$ cat src/rtl/m_axi4l_rd_channel.sv
// AXI4-Lite master read channel: issues one AR beat per local request,
// accepts the R beat and returns data/resp with a one-cycle done strobe.
//
// Ports:
//   i_axi_clock, i_axi_aresetn        clock, async active-low reset
//   i_rd_req, i_rd_addr, o_rd_req_ready  local request handshake
//   o_rd_data, o_rd_resp, o_rd_err    held result of the last completed read
//   o_rd_done                         one-cycle completion strobe
//   o_rd_timeout                      transaction outstanding too long
//   o_axi_ar*, i_axi_araddr_ready     AXI AR channel
//   i_axi_r*, o_axi_rdata_ready       AXI R channel
module m_axi4l_rd_channel #(
    parameter int          AXI_DATA_WIDTH = 32,
    parameter int          AXI_ADDR_WIDTH = 4,
    parameter logic [3:0]  AXI_ARCACHE    = 4'b0000,
    parameter logic [2:0]  AXI_ARPROT     = 3'b000,
    parameter int          TIMEOUT_CYCLES = 255
) (
    input  logic                      i_axi_clock,
    input  logic                      i_axi_aresetn,
    input  logic [AXI_ADDR_WIDTH-1:0] i_rd_addr,
    input  logic                      i_rd_req,
    output logic                      o_rd_req_ready,
    output logic [AXI_DATA_WIDTH-1:0] o_rd_data,
    output logic [1:0]                o_rd_resp,
    output logic                      o_rd_err,
    output logic                      o_rd_done,
    output logic                      o_rd_timeout,
    output logic [AXI_ADDR_WIDTH-1:0] o_axi_araddr,
    output logic [3:0]                o_axi_arcache,
    output logic [2:0]                o_axi_arprot,
    output logic                      o_axi_araddr_valid,
    input  logic                      i_axi_araddr_ready,
    input  logic [AXI_DATA_WIDTH-1:0] i_axi_rdata,
    input  logic [1:0]                i_axi_rresp,
    input  logic                      i_axi_rdata_valid,
    output logic                      o_axi_rdata_ready
);

    typedef enum logic [1:0] {
        S_IDLE,
        S_ARADDR,
        S_RDATA,
        S_DONE
    } state_t;

    state_t state;
    state_t state_nxt;

    logic [AXI_ADDR_WIDTH-1:0] addr_q;
    logic [AXI_DATA_WIDTH-1:0] data_q;
    logic [1:0]                resp_q;

    always_ff @(posedge i_axi_clock or negedge i_axi_aresetn) begin
        if (!i_axi_aresetn) begin
            state <= S_IDLE;
        end else begin
            state <= state_nxt;
        end
    end

    always_comb begin
        state_nxt = state;
        unique case (state)
            S_IDLE:   if (i_rd_req)           state_nxt = S_ARADDR;
            S_ARADDR: if (i_axi_araddr_ready) state_nxt = S_RDATA;
            S_RDATA:  if (i_axi_rdata_valid)  state_nxt = S_DONE;
            S_DONE:                           state_nxt = S_IDLE;
            default:                          state_nxt = S_IDLE;
        endcase
    end

    // Results only move on the R handshake so they stay valid after done.
    always_ff @(posedge i_axi_clock or negedge i_axi_aresetn) begin
        if (!i_axi_aresetn) begin
            addr_q <= '0;
            data_q <= '0;
            resp_q <= '0;
        end else begin
            if (state == S_IDLE && i_rd_req) begin
                addr_q <= i_rd_addr;
            end
            if (state == S_RDATA && i_axi_rdata_valid) begin
                data_q <= i_axi_rdata;
                resp_q <= i_axi_rresp;
            end
        end
    end

    always_comb begin
        o_rd_req_ready     = 1'b0;
        o_rd_done          = 1'b0;
        o_axi_araddr_valid = 1'b0;
        o_axi_araddr       = '0;
        o_axi_rdata_ready  = 1'b0;
        unique case (state)
            S_IDLE: o_rd_req_ready = 1'b1;
            S_ARADDR: begin
                o_axi_araddr_valid = 1'b1;
                o_axi_araddr       = addr_q;
            end
            S_RDATA: o_axi_rdata_ready = 1'b1;
            S_DONE:  o_rd_done         = 1'b1;
            default: o_rd_req_ready    = 1'b0;
        endcase
    end

    assign o_rd_data     = data_q;
    assign o_rd_resp     = resp_q;
    assign o_rd_err      = |resp_q;
    assign o_axi_arcache = AXI_ARCACHE;
    assign o_axi_arprot  = AXI_ARPROT;

    // Watchdog only flags a stall; the transaction is never aborted.
    if (TIMEOUT_CYCLES > 0) begin : g_wdog
        localparam int CW = $clog2(TIMEOUT_CYCLES + 1);
        localparam logic [CW-1:0] LIMIT = CW'(TIMEOUT_CYCLES);

        logic          busy;
        logic [CW-1:0] wdog_q;

        assign busy = (state == S_ARADDR) || (state == S_RDATA);

        always_ff @(posedge i_axi_clock or negedge i_axi_aresetn) begin
            if (!i_axi_aresetn) begin
                wdog_q <= '0;
            end else if (!busy) begin
                wdog_q <= '0;
            end else if (wdog_q != LIMIT) begin
                wdog_q <= wdog_q + CW'(1);
            end
        end

        assign o_rd_timeout = busy && (wdog_q == LIMIT);
    end else begin : g_no_wdog
        assign o_rd_timeout = 1'b0;
    end

endmodule
$ cat config.mk
export PLATFORM = sky130hd
export DESIGN_NAME = m_axi4l_rd_channel
export DESIGN_NICKNAME = d
export VERILOG_FILES = /design/src/rtl/m_axi4l_rd_channel.sv
export SDC_FILE = /design/constraint.sdc
export NUM_CORES = 1
export LEC_CHECK = 0
export BUFFER_PORTS_ARGS = -buffer_cell sky130_fd_sc_hd__buf_4
export CORE_MARGIN = 5
export CORE_UTILIZATION = 40
export DETAILED_ROUTE_END_ITERATION = 12
export HOLD_SLACK_MARGIN = 0.08
export PLACE_DENSITY_LB_ADDON = 0.2
export SYNTH_ARGS = -nofsm -noshare
export SYNTH_HDL_FRONTEND = slang
export SYNTH_SLANG_ARGS = --single-unit
export TNS_END_PERCENT = 5
$ cat constraint.sdc
create_clock -name i_axi_clock -period 2.1 [get_ports i_axi_clock]
set_input_delay 0 -clock i_axi_clock [delete_from_list [all_inputs] [get_ports i_axi_clock]]
set_output_delay 0 -clock i_axi_clock [all_outputs]
set_load 0.01 [all_outputs]
==> results.yml, run 1 <==
outcome:
  run_status: "finished clean"
die:
  die-height_um: 82.7
  chipWidth_um: 82.7
  fp.coreArea_um2: 5110
  fp-row-count: 26
  design.die.area_um2: 6830
  floorplan.io_pins: 94
  initial_core_util_pct: 41.4
sta:
  timing.slew.headroom_pct: 60.0
  setup_viol: 0
  maxSlewViolCount: 0
  hold_violations: 0
  worst_slew_pin_slew_ns: 0.600
  finalWorstPathRequiredPeriod_ns: 1.76
  fin_tns_setup_ns: 0
  rsz0062_at_grt: "false"
  fin_worst_skew_ns: 0.00466
  finalCritPeriodShare_pct: 83.6
  max_clock_freq_ghz: 0.569
grt:
  wire_length_of_the_first_global_routing_pass_um: 7940
  grt_antenna_before_repair: 0
  largest_net_degree_at_the_start_of_global_routing: 49
  via_count_of_the_first_global_routing_pass: 1593
  global_route.overflow_total: 0
  grt_util_all_layers_pct: 15.5
clock_network:
  cts.repair_timing.setup_buffer_count: 0
  worst_setup_hold_path_clk_slew_ns: 0.08
  cts_root_buf: "clkbuf_8"
  cts_tree: "yes"
  cts.htree.levels: 2
  cts_bufs_inserted: 5
  insertion_delay_ns: 0.29
  hold_buffers: 39
  cts_repair_resize_count: 0
  numClockSinks: 48
  cts.path.max_buffers: 2
placed_design:
  detailed_place_hpwl_um: 3380
  place.gp.congestion: 0.795
  port-buffer-count: 86
  place_area_um2: 2820
power_and_ir_drop:
  pwr_density_cell_nw_per_um2: 1260
  p_clk_share_pct: 13.4
  max-vdd-ir-drop_v: 0.000480
  p_sw_mw: 1.38
  power.static_leakage_nw: 1.61
  pwr-share-seq_pct: 38.2
  cellInternalPower_mw: 2.77
  netSwitchingFraction_pct: 33.3
  power.combinational.fraction_pct: 48.4
setup_path:
  r2r_setup_slack_ns: 0.34
  worst-r2r-cell-count: 5
  arrival_time_of_data_at_the_critical_path_endpoint_ns: 1.94
  worstSetupStartpointType: "flop"
  worst_r2r_startpoint: "state[0]"
  worst-setup-path-type: "flop to flop"
  r2r_end: "g_wdog.wdog_q[0]"
  crit_path_max_fanout: 4
  timing.critical_path.to_type: "flop"
  cp_data_required_time_ns: 2.28
routing:
  drt_first_iter_violations: 71
  via_per_inst: 4.56
  postRouteAntennaNets: 0
  drcViolationCount: 0
  route.final.wire_length_um: 5200
  wl_per_cell_um: 14.7
  via_count: 1614
  dr.pass1.iters: 4
yosys:
  synthDominantAreaCellType: "dfrtp_1"
  postSynth.topFlopCell: "dfrtp_1"
  synth.cell_area_um2: 2110
  synth.top_cell.area_share_pct: 56.9
  ys.warnings.count: 0
  postSynthAreaPerCell_um2: 13.7
  cell_types_occupying_the_most_area_after_synthesis: "dfrtp_1, mux2_2, ha_1"
  synthCells: 154
  synth-edff-count: 0
  synth.ff_latch_count: 48
  ys_async_sr_fraction_pct: 100
  post_synthesis_sequential_area_ratio_pct: 56.9
  yosysUniqueCellTypes: 33
hold_path:
  timing.hold.worst_endpoint: "state[0]"
  hold-path-cell-count: 4
  timing.hold.worst.start: "i_axi_araddr_ready"
  hold_path.class: "input port to flop"
cells_and_area:
  n_antenna_cell: 0
  drive_gt1_share_pct: 49.3
  area_growth_from_synthesis_to_final_layout_pct: 56.5
  nFillCells: 378
  finish.instance_area_um2: 3300
  num-nets-final: 332
job:
  max_cap_violations: 0
## logic make-up after synthesis
group,after synthesis,synth area share [%]
flops,48,56.9
mux,42,22.4
simple gates,25,7.29
buf+inv,19,4.98
compound gates,12,4.32
fa+ha+maj,6,3.55
other cells,1,0.178
xor+xnor,1,0.415
## through the flow
stage	util, %	hold WS (ns)	power, mW	worst slack, ns	cells
global placement	55.2	0.0557	3.51	0.373	307
detailed placement	55.2	0.0544	3.55	0.340	307
finish	64.7	0.139	4.15	0.344	354
floorplan	-	-0.296	2.62	0.321	160
global route	64.7	0.156	4.45	0.272	354
CTS	64.7	0.131	4.19	0.336	354
## final cells by class
cell class | instances | area [um^2] | share of cell area [%]
Sequential cell | 48 | 1200 | 36.3
Timing Repair Buffer | 127 | 1060 | 32.2
Multi-Input combinational cell | 93 | 828 | 25.1
Tap cell | 70 | 87.6 | 2.65
Clock buffer | 7 | 86.3 | 2.61
Inverter | 8 | 30.0 | 0.909
Clock inverter | 1 | 7.51 | 0.227
## critical path, stage by stage (launching register included)
cell and delay (ns):
dfrtp_1 0.38, inv_1 0.09, ha_1 0.31, nand4_2 0.12, or3_4 0.44, mux2_4 0.30
## flip-flops by register name, summed over array words and instances (netlist names)
name and cells:
o_rd_data 32, g_wdog.wdog_q 8, addr_q 4, o_rd_resp 2
state 2
## synthesized netlist by cell type (2+ instances only)
cell / instances
and2_1: 4
buf_2: 3
buf_4: 8
dfrtp_1: 48
ha_1: 6
inv_1: 8
mux2_2: 38
mux2i_1: 3
nand2_1: 5
nand3_1: 4
nor2_1: 2
o211ai_1: 2
o21ai_0: 2
o21bai_1: 2
## placed cells by master (no fill, tap or decap)
master	count
buf_4	87
dfrtp_1	48
dlygate4sd3_1	39
mux2_2	38
inv_1	8
conb_1	7
ha_1	6
clkbuf_8	6
nand2_1	5
and2_1	4
nand3_1	4
mux2i_1	3
o21bai_1	2
o211ai_1	2
o21ai_0	2
nor2_1	2
or2_2	1
nand4_2	1
nand2_4	1
nor3_1	1
nor4b_1	1
nor3b_1	1
nand4_1	1
o32a_2	1
and3_1	1
o31ai_1	1
xor2_1	1
or3_4	1
or2b_1	1
a21oi_1	1
a31oi_1	1
mux2_4	1
a222oi_1	1
o311a_2	1
clkinvlp_4	1
clkbuf_1	1
buf_12	1
## power by group through the flow
stage               Combinational, mW  Sequential [mW]  Clock (mW)
finish                           2.01             1.59       0.557
floorplan                       0.882             1.73           0
detailed placement               1.96             1.60           0
CTS                              2.02             1.58       0.592
global placement                 1.93             1.58           0
global route                     2.18             1.63       0.640
## metal layers
metal | wire, um | part of all wire [%] | global-route usage, % | up-vias
met3 | 388 | 7.5 | 4.34 | 10
li1 | - | - | - | 776
met1 | 2020 | 39 | 18.5 | 773
met2 | 2710 | 52 | 26.8 | 55
met4 | 89 | 1.7 | 5.39 | 0
met5 | 0 | 0 | 0 | -
## worst max-delay path by stage
stage               slack, ns  startpoint  cells after the start               end
floorplan                0.32    state[0]                      6  g_wdog.wdog_q[0]
global placement         0.37    state[0]                      5  g_wdog.wdog_q[0]
detailed placement       0.34    state[0]                      5  g_wdog.wdog_q[0]
CTS                      0.34    state[0]                      5  g_wdog.wdog_q[0]
global route             0.27    state[0]                      5  g_wdog.wdog_q[0]
finish                   0.34    state[0]                      5  g_wdog.wdog_q[0]
No activity file was read; power rests on OpenSTA's default activity.
==> run 2: changes to the inputs <==
==> constraint.sdc (replaced) <==
create_clock -name i_axi_clock -period 1.84 [get_ports i_axi_clock]
set_input_delay 0 -clock i_axi_clock [delete_from_list [all_inputs] [get_ports i_axi_clock]]
set_output_delay 0 -clock i_axi_clock [all_outputs]
set_load 0.01 [all_outputs]
==> run 2 against run 1 <==
Clock skew up 0.0076 ns. Highest routed layer unchanged. Sequential share of layout area stayed put. Critical path depth stayed put. Total power increased by 14%. Wire length up 2.7%. Clock power increased by 15%. Cell count stayed put. Utilization unchanged.
==> results.yml, run 2 (synthesis results as in run 1) <==
outcome:
  run_status: "finished clean"
die:
  chipWidth_um: 82.7
  die-height_um: 82.7
  initial_core_util_pct: 41.4
  design.die.area_um2: 6830
  floorplan.io_pins: 94
  fp.coreArea_um2: 5110
  fp-row-count: 26
cells_and_area:
  most-common-layout-cells: "buf_4, dfrtp_1, dlygate4sd3_1"
  n_antenna_cell: 0
  drive_gt1_share_pct: 49.3
  most_common_cell_after_layout_fill_and_taps_aside: "buf_4"
  area_growth_from_synthesis_to_final_layout_pct: 56.5
  num-nets-final: 332
  largest_reg_flops: 32
hold_path:
  hold_path.class: "input port to flop"
grt:
  wire_length_of_the_first_global_routing_pass_um: 8290
  largest_net_degree_at_the_start_of_global_routing: 49
  grt_antenna_before_repair: 0
  grt_util_all_layers_pct: 16.3
  global_route.overflow_total: 0
  via_count_of_the_first_global_routing_pass: 1731
sta:
  rsz0062_at_grt: "false"
  fin_worst_hold_slack_ns: 0.133
  finalWorstPathRequiredPeriod_ns: 1.76
  timing.slew.headroom_pct: 60.7
  fin_worst_skew_ns: 0.0122
  hold_violations: 0
  fin_tns_setup_ns: 0
  layout_setup_ws_ns: 0.0798
  max_clock_freq_ghz: 0.568
  finalCritPeriodShare_pct: 95.7
  maxSlewViolCount: 0
  setup_viol: 0
  worst_slew_pin_slew_ns: 0.589
setup_path:
  worstSetupStartpointType: "flop"
  cp_data_required_time_ns: 2.03
  cp_slowest_stage_delay_ns: 0.44
  timing.critical_path.to_type: "flop"
  arrival_time_of_data_at_the_critical_path_endpoint_ns: 1.95
  crit_path_max_fanout: 4
  worst_path_slowest_cell: "or3_4"
  path_delay_family: "simple AND/OR/NAND/NOR gates"
  worst-setup-path-type: "flop to flop"
  path_cells: "inv_1 -> ha_1 -> nand4_2 -> or3_4 -> mux2_4"
  critical_path_buf_inv_count: 1
clock_network:
  worst_setup_hold_path_clk_slew_ns: 0.09
  cts_root_buf: "clkbuf_8"
  insertion_delay_ns: 0.30
  cts_repair_resize_count: 0
  cts.path.max_buffers: 2
  cts.htree.levels: 2
  cts_bufs_inserted: 5
  cts.repair_timing.setup_buffer_count: 0
  cts_tree: "yes"
  numClockSinks: 48
routing:
  wl_per_cell_um: 15.1
  dr.pass1.iters: 4
  postRouteAntennaNets: 0
  via_count: 1638
  drcViolationCount: 0
  route.final.wire_length_um: 5340
  via_per_inst: 4.63
  drt_first_iter_violations: 34
power_and_ir_drop:
  finalPower_mw: 4.75
  max-vdd-ir-drop_v: 0.000692
  power.static_leakage_nw: 1.61
  pwr_density_cell_nw_per_um2: 1440
placed_design:
  post-place-ws_ns: 0.0641
  place.gp.congestion: 0.790
  port-buffer-count: 86
  detailed_place_hpwl_um: 3490
job:
  max_cap_violations: 0
## run 2: cell counts in the layout (fill, tap and decap cells not counted)
Identical to the previous run, type by type.
## run 2: through the flow
| stage | utilization [%] | area, um^2 | cells |
|---|---|---|---|
| floorplan | - | 2130 | 160 |
| global placement | 55.2 | 2820 | 307 |
| detailed placement | 55.2 | 2820 | 307 |
| CTS | 64.7 | 3300 | 354 |
| global route | 64.7 | 3300 | 354 |
| finish | 64.7 | 3300 | 354 |
## run 2: area by class of cell
type / count / area (um^2)
Clock inverter: 1 / 7.51
Timing Repair Buffer: 127 / 1060
Inverter: 8 / 30.0
Multi-Input combinational cell: 93 / 828
Tap cell: 70 / 87.6
Clock buffer: 7 / 86.3
Sequential cell: 48 / 1200
Fill cell: 397 / 1800
## run 2: tightest hold or removal path, cell delays in order
cell	delay (ns)
buf_4	0.11
inv_1	0.04
a222oi_1	0.09
mux2i_1	0.14
## run 2: repair_timing
item | 4_1_cts | 5_1_grt
endpoints found under the hold margin | 86 | 0
endpoints found under the setup margin | 0 | 0
hold buffers | 39 | 0
## run 2: power breakdown
| part | total (mW) | switching (mW) | internal, mW |
|---|---|---|---|
| clock | 0.640 | 0.335 | 0.306 |
| combinational | 2.29 | 0.979 | 1.31 |
| sequential | 1.82 | 0.276 | 1.54 |
## run 2: worst paths after layout
check,to,cells past startpoint,slack [ns],start
max,g_wdog.wdog_q[0],5,0.08,state[0]
min,state[1],4,0.13,i_axi_araddr_ready
max reg2reg,g_wdog.wdog_q[0],5,0.08,state[0]
min reg2reg,o_rd_data[25],1,0.51,o_rd_data[25]
max in group asynchronous,o_rd_data[9],2,1.19,i_axi_aresetn
min in group asynchronous,addr_q[0],2,0.25,i_axi_aresetn
## run 2: per-layer routing
layer / GRT usage (%) / share of wire (%) / vias up
met5: 0 / 0 / -
met3: 4.77 / 7.2 / 15
met2: 29.2 / 52 / 63
met4: 6.86 / 2.5 / 0
met1: 17.8 / 38 / 779
li1: - / - / 781
